File: src/rtl/fetch_unit.sv
// fetch_unit: single-byte instruction fetcher between control unit and memory.
// Sequence: IDLE -> READ (wait for mem_ready) -> DONE (one cycle) -> IDLE.
// Optional macro FETCH_TIMEOUT_EN adds a READ watchdog and the sticky fetch_err output.
`timescale 1ns/1ps

module fetch_unit (
    input  logic        clk,
    input  logic        rst_n,
    input  logic        iri_out,
    input  logic        pcc,
    input  logic        jmp,
    input  logic [15:0] jmp_addr,
    input  logic [7:0]  mem_data,
    input  logic        mem_ready,
    output logic [15:0] mem_addr,
    output logic        mem_rd,
    output logic [7:0]  irin,
    output logic        iri_in,
    output logic [15:0] pc,
    output logic        busy
`ifdef FETCH_TIMEOUT_EN
    ,
    output logic        fetch_err
`endif
);

    localparam int unsigned PC_W   = 16;
    localparam int unsigned BYTE_W = 8;
    localparam int unsigned WD_W   = 4;

    typedef enum logic [1:0] {
        S_IDLE = 2'd0,
        S_READ = 2'd1,
        S_DONE = 2'd2
    } state_e;

    state_e              state_q;
    logic                iri_out_q;
    logic                jmp_pend_q;
    logic [PC_W-1:0]     pc_q;
    logic [PC_W-1:0]     pc_d;
    logic [PC_W-1:0]     mem_addr_q;
    logic                mem_rd_q;
    logic [BYTE_W-1:0]   irin_q;
    logic                iri_in_q;
    logic                busy_q;

    logic                fetch_start;
    logic                fetch_done;
    logic                wd_expire;
    logic [BYTE_W-1:0]   fetch_byte;

`ifdef FETCH_TIMEOUT_EN
    logic [WD_W-1:0]     wd_q;
    logic                fetch_err_q;

    // Watchdog fires on the READ cycle that would bring the count to its ceiling.
    assign wd_expire = (state_q == S_READ) && !mem_ready
                       && (wd_q == WD_W'((1 << WD_W) - 2));

    // Watchdog counter and sticky error flag.
    always_ff @(posedge clk or negedge rst_n) begin
        if (!rst_n) begin
            wd_q        <= '0;
            fetch_err_q <= 1'b0;
        end else begin
            if (fetch_start) begin
                wd_q <= '0;
            end else if ((state_q == S_READ) && !mem_ready) begin
                wd_q <= wd_q + WD_W'(1);
            end
            if (wd_expire) begin
                fetch_err_q <= 1'b1;
            end
        end
    end

    assign fetch_err = fetch_err_q;
`else
    assign wd_expire = 1'b0;
`endif

    // Fetch start/completion qualifiers; a timed-out fetch delivers a zero byte.
    always_comb begin
        fetch_start = (state_q == S_IDLE) && iri_out && !iri_out_q;
        fetch_done  = (state_q == S_READ) && (mem_ready || wd_expire);
        fetch_byte  = mem_ready ? mem_data : BYTE_W'(0);
    end

    // Next PC: jump wins everywhere; READ ignores pcc and skips the post-fetch
    // increment once a jump has landed during that READ.
    always_comb begin
        pc_d = pc_q;
        if (jmp) begin
            pc_d = jmp_addr;
        end else if (state_q == S_READ) begin
            if (fetch_done && !jmp_pend_q) begin
                pc_d = pc_q + PC_W'(1);
            end
        end else if (pcc) begin
            pc_d = pc_q + PC_W'(1);
        end
    end

    // Fetch FSM with registered memory/control-unit outputs.
    always_ff @(posedge clk or negedge rst_n) begin
        if (!rst_n) begin
            state_q    <= S_IDLE;
            iri_out_q  <= 1'b0;
            jmp_pend_q <= 1'b0;
            pc_q       <= '0;
            mem_addr_q <= '0;
            mem_rd_q   <= 1'b0;
            irin_q     <= '0;
            iri_in_q   <= 1'b0;
            busy_q     <= 1'b0;
        end else begin
            iri_out_q <= iri_out;
            pc_q      <= pc_d;
            iri_in_q  <= 1'b0;
            case (state_q)
                S_IDLE: begin
                    if (fetch_start) begin
                        state_q    <= S_READ;
                        mem_addr_q <= pc_q;
                        mem_rd_q   <= 1'b1;
                        busy_q     <= 1'b1;
                        jmp_pend_q <= 1'b0;
                    end
                end
                S_READ: begin
                    if (fetch_done) begin
                        state_q    <= S_DONE;
                        irin_q     <= fetch_byte;
                        mem_rd_q   <= 1'b0;
                        iri_in_q   <= 1'b1;
                        jmp_pend_q <= 1'b0;
                    end else if (jmp) begin
                        jmp_pend_q <= 1'b1;
                    end
                end
                S_DONE: begin
                    state_q <= S_IDLE;
                    busy_q  <= 1'b0;
                end
                default: begin
                    state_q  <= S_IDLE;
                    mem_rd_q <= 1'b0;
                    busy_q   <= 1'b0;
                end
            endcase
        end
    end

    assign mem_addr = mem_addr_q;
    assign mem_rd   = mem_rd_q;
    assign irin     = irin_q;
    assign iri_in   = iri_in_q;
    assign pc       = pc_q;
    assign busy     = busy_q;

endmodule

File: config.mk
export PLATFORM = sky130hd
export DESIGN_NAME = fetch_unit
export DESIGN_NICKNAME = d
export VERILOG_FILES = /design/src/rtl/fetch_unit.sv
export SDC_FILE = /design/constraint.sdc
export NUM_CORES = 1
export LEC_CHECK = 0
export CORE_MARGIN = 5
export CORE_UTILIZATION = 25
export CTS_CLUSTER_DIAMETER = 150
export DETAILED_ROUTE_END_ITERATION = 10
export GPL_TIMING_DRIVEN = 0
export HOLD_SLACK_MARGIN = 0.03
export REMOVE_ABC_BUFFERS = 1
export SLEW_MARGIN = 10
export SYNTH_ARGS = -nofsm -noshare
export SYNTH_HDL_FRONTEND = slang
export SYNTH_SLANG_ARGS = --single-unit
export TNS_END_PERCENT = 50
File: constraint.sdc
create_clock -name clk -period 3.5 [get_ports clk]
set_input_delay 0.7 -clock clk [delete_from_list [all_inputs] [get_ports clk]]
set_output_delay 0.7 -clock clk [all_outputs]
set_load 0.03 [all_outputs]
==> results.md <==
* Post CTS Setup Buffer Count at 0
* Worst-Margin Slew at roughly 1100 ps
* Routed len/inst at between 15 and 20 um
* Drt total wl at roughly 5.9 mm
* # nets final at 310
* Initial core utilization at 25.9%
* Fin. Hold Viols at 0
* Fmax at about 360 MHz
* Reg2reg end: pc[10]$_DFFE_PN0P_
* Main combinational cell family by area after synthesis: simple AND/OR/NAND/NOR gates
* Post-CTS Hold Buffers at 0
* Post-synthesis compound-gate area fraction at roughly 12%
* Seq cells post-synth at 47
* Filler cell count at between 800 and 900
* Die H at around 100 um
* Initial antenna violation count at 0
* Iteration-0 DRC Markers at between 80 and 90
* Drt drc at 0
* GPL Wtd Cong at between 0.7 and 0.8
* # port buffers at between 70 and 80
* Die footprint at 0.0105 mm^2
* Most common cell after layout, fill and taps aside: clkdlybuf4s50_1
* Total power at 1.83 mW
* Pwr per Cell Area at slightly below 600 mW/mm^2
* Clk slew on worst S/H paths at 100 ps
* CTS tree: built
* Hold Path Class: in2async
* Root buf cell: clkbuf_8
* Clock Tree Buf Depth at 2
* Vias in the first global route at ~1.8k
* Resized cells post-CTS at 0
* Finished Core Util at between 30% and 40%
* Mean Syn Cell Area at around 11 um^2
* Worst-path maximum fanout at 25
* Clock skew at about 13 ps
* R2R depth at 4
* VDD IR-drop max at roughly 0.19 mV
* Sequential Area at approximately 0.0012 mm^2
* R2R setup slack at 1350 ps
* Unrepaired setup endpoints after global routing: false
* Router iterations before antenna repair at 4
* Outcome: finished, final reports clean
* Worst setup SP type: input port
* First-pass GRT wire length at between 9 and 10 mm
* Critical path class: in2reg
* Adder-Cell Fraction of Synth Area at less than 1%
* Mapped cell area at around 0.0021 mm^2
* Area of the multi-input gates at about 900 um^2
* # diodes at 0
* Most frequent cells in the layout: clkdlybuf4s50_1, dfrtp_1, nand2_1
* Grt ovf at 0
* Share of cells above drive strength 1 at around 14%
* Post-route ant nets at 0
* P_leak at ~1.3 nW
* Place WS at 379 ps
* Cell Area, Placed at 0.00300 mm^2
* CTS Buf Count at 5
* Row count at 33
* Worst R2R Start: state_q[1]$_DFFE_PN0P_
* Worst path required time at 3660 ps
* Core area at roughly 0.0083 mm^2
* Max-Cap Viols at 0
* Area growth, synth to finish at 44.4%
* CTS Sinks at 47
* Tmin final at ~2800 ps
* Die Width at roughly 100 um
* Setup ws final at roughly 730 ps
* Post-Synth Simple-Gate Area at between 10% and 20%
* Final period utilization at between 70 and 80%
* Yosys cell types at 35
* Yosys warnings at 0
* Vias at approximately 1.9k
* Sequential element share of the synthesized area at approximately 55%
* Mux cell area share after synthesis at 9.90%
* XOR/XNOR Fraction of Synth Area at 0.410%
* CP endpoint kind: register
* Largest net degree at the start of global routing at 28
* Finished Cell Area at around 0.0031 mm^2
* Arr. time, crit path at ~2900 ps
* Vias per inst at 4.84
* Max Slew Vio Count at 0
* Endpoints failing setup at 0
* Post-Synthesis Cells at roughly 200
* Total I/O pin count at 73
* Slew HR at a little over a fifth
* H-tree levels at 2
* DP HPWL at around 4.4 mm
* Total GRT Usage at around an eighth
* Clock Latency Late Sink at just over 300 ps
## sequential cells by signal, summed over array words and instances (netlist names)
| signal | cells |
|---|---|
| pc | 16 |
| mem_addr | 16 |
| jmp_pend_q | 1 |
| irin | 8 |
| state_q | 2 |
| iri_out_q | 1 |
| busy | 1 |
| iri_in | 1 |
| mem_rd | 1 |
## synth_stat cells
| master | n | area [um^2] |
|---|---|---|
| o21ai_0 | 5 | 25.0 |
| and4_2 | 1 | 10.0 |
| and4_1 | 1 | 8.76 |
| clkinv_1 | 2 | 7.51 |
| nor4b_1 | 1 | 8.76 |
| nor2b_1 | 1 | 6.26 |
| and3_1 | 1 | 6.26 |
| a31oi_1 | 4 | 25.0 |
| nand2_1 | 45 | 169 |
| or4_1 | 1 | 7.51 |
| inv_1 | 5 | 18.8 |
| ha_1 | 1 | 12.5 |
| o21bai_1 | 1 | 7.51 |
| o32ai_1 | 1 | 8.76 |
| o21a_1 | 1 | 7.51 |
| or2_2 | 6 | 37.5 |
| nor3_1 | 1 | 5.00 |
| buf_2 | 2 | 10.0 |
| mux2_2 | 17 | 191 |
| clkbuf_1 | 5 | 18.8 |
| and2_2 | 1 | 7.51 |
| nor2_1 | 8 | 30.0 |
| nand4b_1 | 1 | 8.76 |
| dfrtp_1 | 47 | 1180 |
| o311ai_0 | 17 | 149 |
| o41ai_1 | 1 | 8.76 |
| nand2b_1 | 1 | 6.26 |
| nand3_1 | 9 | 45.0 |
| and2_1 | 1 | 6.26 |
| or3_1 | 2 | 12.5 |
| a21o_1 | 1 | 7.51 |
| nand4_1 | 8 | 50.1 |
| o31ai_1 | 1 | 7.51 |
| xnor2_1 | 1 | 8.76 |
| mux2i_1 | 2 | 20.0 |
## stage by stage
step           hold slack [ps]  instances  setup TNS (ps)
2_1_floorplan              404        196               0
3_3_place_gp               459        373          -32680
3_5_place_dp               466        377               0
4_1_cts                    362        385               0
5_1_grt                    390        385               0
6_report                   350        385               0
## how the worst max path moves through the flow
stage	startpoint	endpoint	slack [ps]
after CTS	jmp	pc[10]$_DFFE_PN0P_	700
after global placement	iri_out	mem_addr[5]$_DFFE_PN0P_	-1700
after global routing	jmp	pc[8]$_DFFE_PN0P_	450
after detailed placement	jmp	pc[6]$_DFFE_PN0P_	380
after floorplan	iri_out	mem_addr[0]$_DFFE_PN0P_	250
final	jmp	pc[10]$_DFFE_PN0P_	730
## layer usage
metal  GRT usage [%]  part of all wire [%]  up-vias  wire length, um
met4            4.14                   1.5        0               87
met3            2.39                   5.2        7              308
met5               0                     0        -                0
met2            18.3                    48       51             2840
li1                -                     -      894                -
met1            16.1                    45      913             2700
## final cells by class
| type | instances | share of cell area (%) |
|---|---|---|
| Sequential cell | 47 | 38.1 |
| Multi-Input combinational cell | 142 | 29.5 |
| Timing Repair Buffer | 76 | 24.5 |
| Tap cell | 105 | 4.26 |
| Clock buffer | 5 | 2.23 |
| Inverter | 7 | 0.852 |
| Clock inverter | 3 | 0.487 |
## worst max-delay path: stages
cell             delay (ps)
clkdlybuf4s50_1        1040
clkinv_1                710
o311ai_0                280
o311ai_0                190
## cells by family (layout without fill, tap and decap cells)
family,Yosys count,in the layout
xor+xnor,1,1
buf+inv,14,91
simple gates,89,89
mux,19,19
fa+ha+maj,1,1
flops,47,47
compound gates,32,32
## where the power goes
| group | internal, mW | total, mW | switching (mW) |
|---|---|---|---|
| clock | 0.137 | 0.327 | 0.190 |
| sequential | 0.667 | 0.755 | 0.0878 |
| combinational | 0.330 | 0.745 | 0.415 |
| total | 1.13 | 1.83 | 0.693 |
No activity file was read; power rests on OpenSTA's default activity.
